**src/rtl/io_input_ctrl_pkg.sv**
```systemverilog
// Shared I/O address map and KCTRL bit layout for the input peripheral.
// DataMemory decode imports the same constants, so the map is defined only here.
package io_input_ctrl_pkg;

  localparam logic [31:0] ADDR_KEY   = 32'hF000_0010;
  localparam logic [31:0] ADDR_SW    = 32'hF000_0014;
  localparam logic [31:0] ADDR_KCTRL = 32'hF000_0110;

  localparam int KCTRL_READY_BIT   = 0;
  localparam int KCTRL_OVERRUN_BIT = 2;

  typedef enum logic [1:0] {
    SEL_NONE,
    SEL_KEY,
    SEL_SW,
    SEL_KCTRL
  } io_sel_e;

  function automatic io_sel_e decode_addr(input logic [31:0] addr);
    io_sel_e sel;
    case (addr)
      ADDR_KEY:   sel = SEL_KEY;
      ADDR_SW:    sel = SEL_SW;
      ADDR_KCTRL: sel = SEL_KCTRL;
      default:    sel = SEL_NONE;
    endcase
    return sel;
  endfunction

endpackage

```
**src/rtl/io_input_ctrl_if.sv**
```systemverilog
// MEM-stage I/O bus between the processor (master) and the input peripheral (slave).
interface io_input_ctrl_if #(
  parameter int DBITS = 32
);

  logic [DBITS-1:0] addr;
  logic             wr_en;
  logic [DBITS-1:0] wdata;
  logic [DBITS-1:0] rdata;
  logic             hit;

  modport master (
    output addr,
    output wr_en,
    output wdata,
    input  rdata,
    input  hit
  );

  modport slave (
    input  addr,
    input  wr_en,
    input  wdata,
    output rdata,
    output hit
  );

endinterface

```
**src/rtl/io_input_ctrl_debounce_bit.sv**
```systemverilog
// One input bit: two-flop synchroniser followed by a counting debouncer.
// db_next exposes the value db takes at the coming edge so the parent can spot edges early.
module io_input_ctrl_debounce_bit #(
  parameter int unsigned DEBOUNCE_CYCLES = 50000
) (
  input  logic clk,
  input  logic reset_n,
  input  logic raw,
  output logic db,
  output logic db_next
);

  localparam int CW = $clog2(DEBOUNCE_CYCLES);
  localparam logic [CW-1:0] LAST = CW'(DEBOUNCE_CYCLES - 1);

  logic          sync_a;
  logic          sync_b;
  logic [CW-1:0] cnt;
  logic          accept;

  // A level is only accepted after it has differed from db on DEBOUNCE_CYCLES consecutive samples.
  assign accept  = (sync_b != db) && (cnt == LAST);
  assign db_next = accept ? sync_b : db;

  always_ff @(posedge clk or negedge reset_n) begin
    if (!reset_n) begin
      sync_a <= 1'b0;
      sync_b <= 1'b0;
      db     <= 1'b0;
      cnt    <= '0;
    end else begin
      sync_a <= raw;
      sync_b <= sync_a;
      db     <= db_next;
      if ((sync_b == db) || accept) begin
        cnt <= '0;
      end else begin
        cnt <= cnt + 1'b1;
      end
    end
  end

endmodule

```
**src/rtl/io_input_ctrl.sv**
```systemverilog
// Memory-mapped SW/KEY input peripheral: debounced levels, sticky key-press status,
// and a zero-latency read mux for the data-memory read path.
module io_input_ctrl
  import io_input_ctrl_pkg::*;
#(
  parameter int          DBITS           = 32,
  parameter int          SW_BITS         = 10,
  parameter int          KEY_BITS        = 4,
  parameter int unsigned DEBOUNCE_CYCLES = 16'd50000
) (
  input  logic                clk,
  input  logic                reset_n,
  input  logic [SW_BITS-1:0]  sw_in,
  input  logic [KEY_BITS-1:0] key_in,
  io_input_ctrl_if.slave      bus
);

  logic [SW_BITS-1:0]  db_sw;
  logic [SW_BITS-1:0]  sw_db_next;
  logic [KEY_BITS-1:0] db_key;
  logic [KEY_BITS-1:0] db_key_next;

  logic       press;
  logic       ready;
  logic       overrun;
  logic       ready_next;
  logic       overrun_next;
  logic       kctrl_wr;
  logic       clr_ready;
  logic       clr_overrun;
  io_sel_e    sel;

  logic [DBITS-1:0] rd_value;
  logic             rd_hit;

  logic unused_sw_next;
  logic unused_wdata;
  assign unused_sw_next = ^sw_db_next;
  assign unused_wdata   = ^{bus.wdata[DBITS-1:KCTRL_OVERRUN_BIT+1], bus.wdata[1]};

  for (genvar i = 0; i < SW_BITS; i++) begin : g_sw
    io_input_ctrl_debounce_bit #(
      .DEBOUNCE_CYCLES(DEBOUNCE_CYCLES)
    ) u_db (
      .clk     (clk),
      .reset_n (reset_n),
      .raw     (sw_in[i]),
      .db      (db_sw[i]),
      .db_next (sw_db_next[i])
    );
  end

  // Buttons are active-low on the board; invert up front so pressed reads as 1 everywhere.
  for (genvar i = 0; i < KEY_BITS; i++) begin : g_key
    io_input_ctrl_debounce_bit #(
      .DEBOUNCE_CYCLES(DEBOUNCE_CYCLES)
    ) u_db (
      .clk     (clk),
      .reset_n (reset_n),
      .raw     (~key_in[i]),
      .db      (db_key[i]),
      .db_next (db_key_next[i])
    );
  end

  assign press       = |(db_key_next & ~db_key);
  assign sel         = decode_addr(32'(bus.addr));
  assign kctrl_wr    = bus.wr_en && (sel == SEL_KCTRL);
  assign clr_ready   = kctrl_wr && !bus.wdata[KCTRL_READY_BIT];
  assign clr_overrun = kctrl_wr && !bus.wdata[KCTRL_OVERRUN_BIT];

  // Software clears apply first, then a press; a press racing a clear is never lost.
  always_comb begin
    ready_next   = ready;
    overrun_next = overrun;
    if (clr_ready) begin
      ready_next = 1'b0;
    end
    if (clr_overrun) begin
      overrun_next = 1'b0;
    end
    if (press) begin
      if (ready_next) begin
        overrun_next = 1'b1;
      end
      ready_next = 1'b1;
    end
  end

  always_ff @(posedge clk or negedge reset_n) begin
    if (!reset_n) begin
      ready   <= 1'b0;
      overrun <= 1'b0;
    end else begin
      ready   <= ready_next;
      overrun <= overrun_next;
    end
  end

  always_comb begin
    rd_value = '0;
    rd_hit   = 1'b1;
    case (sel)
      SEL_KEY:   rd_value = DBITS'(db_key);
      SEL_SW:    rd_value = DBITS'(db_sw);
      SEL_KCTRL: begin
        rd_value[KCTRL_READY_BIT]   = ready;
        rd_value[KCTRL_OVERRUN_BIT] = overrun;
      end
      default:   rd_hit = 1'b0;
    endcase
  end

  assign bus.rdata = rd_value;
  assign bus.hit   = rd_hit;

endmodule

```
**src/flat_wrapper.sv**
```systemverilog
// flat-port wrapper written by rule: the top's interface ports become plain ports
module io_input_ctrl_flat import io_input_ctrl_pkg::*;
#(
  parameter int          DBITS           = 32,
  parameter int          SW_BITS         = 10,
  parameter int          KEY_BITS        = 4,
  parameter int unsigned DEBOUNCE_CYCLES = 16'd50000
)
  (clk, reset_n, sw_in, key_in, bus_addr, bus_wr_en, bus_wdata, bus_rdata, bus_hit);
  io_input_ctrl_if #(.DBITS(DBITS)) bus_i ();
  input  logic clk;
  input  logic reset_n;
  input  logic [SW_BITS-1:0] sw_in;
  input  logic [KEY_BITS-1:0] key_in;
  input wire logic [$bits(bus_i.addr)-1:0] bus_addr;
  input wire logic [$bits(bus_i.wr_en)-1:0] bus_wr_en;
  input wire logic [$bits(bus_i.wdata)-1:0] bus_wdata;
  output wire logic [$bits(bus_i.rdata)-1:0] bus_rdata;
  output wire logic [$bits(bus_i.hit)-1:0] bus_hit;
  assign bus_i.addr = bus_addr;
  assign bus_i.wr_en = bus_wr_en;
  assign bus_i.wdata = bus_wdata;
  assign bus_rdata = bus_i.rdata;
  assign bus_hit = bus_i.hit;
  io_input_ctrl #(.DBITS(DBITS), .SW_BITS(SW_BITS), .KEY_BITS(KEY_BITS), .DEBOUNCE_CYCLES(DEBOUNCE_CYCLES)) u_core (.clk(clk), .reset_n(reset_n), .sw_in(sw_in), .key_in(key_in), .bus(bus_i));
endmodule
```
**config.mk**
```make
export PLATFORM = sky130hd
export DESIGN_NAME = io_input_ctrl_flat
export DESIGN_NICKNAME = d
export VERILOG_FILES = /design/src/rtl/io_input_ctrl_pkg.sv /design/src/rtl/io_input_ctrl_if.sv /design/src/rtl/io_input_ctrl_debounce_bit.sv /design/src/rtl/io_input_ctrl.sv /design/src/flat_wrapper.sv
export SDC_FILE = /design/constraint.sdc
export NUM_CORES = 1
export LEC_CHECK = 0
export CORE_MARGIN = 1
export CORE_UTILIZATION = 45
export CTS_CLUSTER_SIZE = 14
export DETAILED_ROUTE_END_ITERATION = 10
export DONT_BUFFER_PORTS = 1
export GPL_ROUTABILITY_DRIVEN = 0
export PLACE_DENSITY = 0.63
export RECOVER_POWER = 25
export SYNTH_ARGS = -nofsm -noshare
export SYNTH_HDL_FRONTEND = slang
export SYNTH_SLANG_ARGS = --single-unit
```
**constraint.sdc**
```tcl
create_clock -name clk -period 8.1 [get_ports clk]
set_input_delay 1.62 -clock clk [delete_from_list [all_inputs] [get_ports clk]]
set_output_delay 1.62 -clock clk [all_outputs]
set_load 0.02 [all_outputs]
```
# == After elaboration in Yosys (flattened, before gate mapping) ==
# Cells that the tools add are included.
# classes
n_eq_ne,48
mux,29
n_bitwise,6
n_addsub,14
n_reduce_logical,35
# op_table
cell,n
$add 16x1->16 const B,14
$eq 16x16->1 const B,14
$mux 16,14
$eq 32x32->1 const B,3
$logic_and 1x1->1,17
$eq 1x1->1,14
$logic_or 1x1->1,14
$ne 1x1->1,14
$pmux 7 s2,1
$mux 1,10
$pmux 1 s3,2
$pmux 2 s3,1
$and 4x4->4,1
$eq 2x2->1 const B,2
$not 1->1,4
$not 4->4,1
$reduce_or 4->1,1
$reduce_or 3->1,1
$eq 2x1->1 const B,1
$logic_not 1->1,2
$pmux 1 s2,1
# totals
elab_cells,190
register_bits,268
out_inout_bits,33
in_bits,81

# == Longest topological paths before layout ==
# depth
word_depth,8
mapped_depth,9
depth_no_buf,9

# == By module ==
# From an unflattened synthesis, not the netlist that was laid out.
# unflattened
hier_cells,1252
area_unflattened_um2,13108.8
# modules_own_cells
mod,cells_each,n_inst,area_each_um2
io_input_ctrl_debounce_bit,84,14,895.9
io_input_ctrl,76,1,566.8

# == Worst setup path before layout ==
# OpenSTA, ideal clock, no wires.
# synth_path
path_kind,input-to-output
from,in bus_addr[6]
to,out bus_rdata[0]
path_buffers,1
path_stages,8
required_ps,6480
arrival_ps,3294
path_slack_ps,3186
cell_sequence,nor4b_1 > nand4_1 > nor4_1 > inv_1 > ha_1 > clkbuf_1 > a222oi_1 > nor2_1
# synth_between
elab_chain_len,4
elab_cells_between_ends,8
# synth_lines
element,line,source
"start, declared",flat_wrapper.sv:15,input wire logic [$bits(bus_i.addr)-1:0] bus_addr;
$eq 32x32->1,io_input_ctrl_pkg.sv:21,case (addr)
$pmux 2 s3 *,io_input_ctrl_pkg.sv:21,
$eq 2x2->1 or $eq 2x1->1 (tied branches),io_input_ctrl.sv:103,case (sel)
$pmux 1 s3 *,io_input_ctrl.sv:103,
"end, declared",flat_wrapper.sv:18,output wire logic [$bits(bus_i.rdata)-1:0] bus_rdata;
# Every way passes the cells marked *; elsewhere a longest branch is shown, timed or not.

# == Worst setup path in the final report ==
# layout_path
from,in bus_addr[21]
to,out bus_rdata[2]
# The elaborated chain is that of the path after synthesis.

==> metrics.txt <==
initial DRC count=423; Hold Fails Final Rpt=0; clock share of power=0.482; CTS tree=yes; clock skew=0.0237 ns; H-tree level count=1; commonest non-fill, non-tap cells in the layout=dfrtp_1, nor2_1, xnor2_1; RSZ-0062 raised after global routing=no; EDFF count, synth=0; Fmax achieved=0.185 GHz; Non-Filler Instances=1,611; measured slew at the worst slew-check pin=0.840 ns; Routed Antenna Nets=0; sequential fraction of design power=0.496; Root Buffer=clkbuf_16; met3 Track Usage GR=0.0200; Die ar.=0.0282 mm²; via count=8,119; Int Power=2190 µW; gr ovfl total=0; Crit Path Category=in2out; # resized after CTS=0; CP Capture Type=output pin; Hold Crit Class=reg2reg; vias in the first global route=7,850; # setup viols final=0; Synth Register Bits=268; Worst R2R Path Depth=5; switching power=596 µW; critical path data arrival time=3.79 ns; global-route wire length before repair=36.4 mm; layout cells sized above 1=0.0520; synthesized area per cell=10.1 µm²; Worst R2R Setup Slack=6.07 ns; Combinational Power Share=0.021; Tot GR Track Use=0.152; ys flop type=dfrtp_1; core footprint=0.0270 mm²; CTS Buf Count=30; Crit Path Max Fanout=10; die height=168 µm; placed instance area=0.0127 mm²; Setup TNS Final=0 ns; Netlist cell types=38; Hold Buf Count CTS=0; nets=1,345; CP startpoint kind=primary input; Netlist Area Pre-Place=0.0124 mm²; number of port buffers=0; gr busiest metal=met2; status=finished clean; CTS max path bufs=3; Final Cell Area=0.0137 mm²; slew margin rel.=0.440; Core Util, Final=0.508; sequential share of the synthesized area=0.541; largest net degree at the start of global routing=269; TritonRoute pass-1 iters=4; fin crit period=5.41 ns; most common cell after layout, fill and taps aside=dfrtp_1; Worst EP required=6.48 ns; yosys warns=0; met1 usage=0.213; power per standard cell area=204 mW/mm²; WL final=20.7 mm; max-slew violations=0; vias per std cell=5.04; # placed instances=1,555; crit share post-route=0.668; Worst Hold Depth=0; clock sink count=268; Async S/R FF share, synth=1.00; initial antenna violation count=1; fill count=2,435; area grow syn2layout=10.4%; Post-route DRC=0; Starting Density=0.460; maximum vdd drop=167 µV; Pwr Total=2790 µW; dpl hpwl=13.5 mm; Post CTS Setup Buffer Count=0; Cells after Synth=1,231; FP Rows=60; die width=168 µm; met2 usage=0.247; sw frac=0.214; latest clock arrival within the worst-skew pair=0.55 ns; max cap viols=0; Clock transition at path regs=0.05 ns; Leak Pwr=0.00595 µW; Ports=114; average wire per standard cell=12.8 µm
logic make-up (layout without fill, tap and decap cells):
kind of cell               Yosys count  in the layout  share of synthesized area
AOI/OAI and AO/OA                   15             15                    0.00787
xor gates and xnor gates           208            208                      0.147
adders and majority gates           18             18                     0.0182
buffers and inverters               69             86                     0.0279
DFF                                268            268                      0.541
muxes                               13             13                     0.0118
other                                1             23                   0.000303
and+or+nand+nor                    639            639                      0.246
sequential cells by signal (all words and copies together), names as in the netlist:
name / cells
u_core.g_key.u_db.db: 4
u_core.g_key.u_db.sync_a: 4
u_core.g_sw.u_db.sync_b: 10
u_core.g_key.u_db.sync_b: 4
u_core.overrun: 1
u_core.ready: 1
u_core.g_sw.u_db.sync_a: 10
u_core.g_key.u_db.cnt: 64
u_core.g_sw.u_db.db: 10
u_core.g_sw.u_db.cnt: 160
layout make-up:
cell class / instances / area [µm²] / share of cell area
clock inverters: 14 / 144 / 0.0105
multi-input cells: 915 / 5420 / 0.396
diodes: 1 / 2.50 / 0.000183
well taps: 341 / 427 / 0.0312
flip-flops and latches: 268 / 6710 / 0.490
clock buffers: 41 / 862 / 0.0630
inverters: 31 / 116 / 0.00851
critical path, cell delays in order:
cell and delay, ns:
nor4_1 0.33, nand4_1 0.16, nor4_1 0.59, inv_1 0.14
ha_1 0.47, a222oi_1 0.31, nor2_1 0.17
stage by stage:
step | setup WS [ns] | hold WS (ns)
6_report | 2.69 | 0.346
5_1_grt | 2.33 | 0.353
4_1_cts | 2.64 | 0.349
3_5_place_dp | 2.64 | 0.336
3_3_place_gp | 2.75 | 0.334
2_1_floorplan | 3.19 | 0.331
final timing paths:
| check | from | end |
|---|---|---|
| max in group asynchronous | reset_n | u_core.g_sw[7].u_db.cnt[9] |
| worst min register to register | u_core.g_sw[5].u_db.sync_a | u_core.g_sw[5].u_db.sync_b |
| worst max-delay path | bus_addr[21] | bus_rdata[2] |
| worst max register to register | u_core.g_key[3].u_db.cnt[13] | u_core.overrun |
| min in group asynchronous | reset_n | u_core.g_sw[7].u_db.cnt[12] |
| worst min-delay path | u_core.g_sw[5].u_db.sync_a | u_core.g_sw[5].u_db.sync_b |
cell usage after synthesis, drive strengths merged (2+ instances only):
cell / number / area, µm²
and2: 11 / 68.8
nor2b: 2 / 12.5
nor3b: 2 / 20.0
buf: 23 / 173
xor2: 92 / 806
nor2: 252 / 946
mux2: 13 / 146
nand3: 77 / 385
inv: 31 / 116
a22oi: 2 / 15.0
dfrtp: 268 / 6710
and4: 2 / 17.5
xnor2: 116 / 1020
or3: 6 / 37.5
clkbuf: 15 / 56.3
nand2: 99 / 374
ha: 18 / 225
nand4: 33 / 206
nand4b: 2 / 17.5
nor3: 56 / 280
nor4bb: 4 / 40.0
a21oi: 3 / 15.0
nor4b: 20 / 175
or4: 2 / 18.8
nor4: 16 / 100
a222oi: 2 / 20.0
o21ai: 7 / 38.8
and3: 53 / 332
layer usage:
| metal | share of wire | wire (µm) |
|---|---|---|
| met1 | 0.50 | 10400 |
| met2 | 0.45 | 9310 |
| met3 | 0.024 | 493 |
| met4 | 0.024 | 496 |
| met5 | 0 | 0 |
power groups by stage:
| stage | Sequential [µW] | Clock [µW] | Combinational, µW |
|---|---|---|---|
| after global placement | 1410 | 0 | 59.1 |
| after floorplan | 1400 | 0 | 59.3 |
| after global routing | 1390 | 1440 | 69.4 |
| final | 1380 | 1340 | 59.7 |
| after CTS | 1380 | 1390 | 60.6 |
| after detailed placement | 1410 | 0 | 60.1 |
Note: power is estimated with default switching activity, not from simulation.
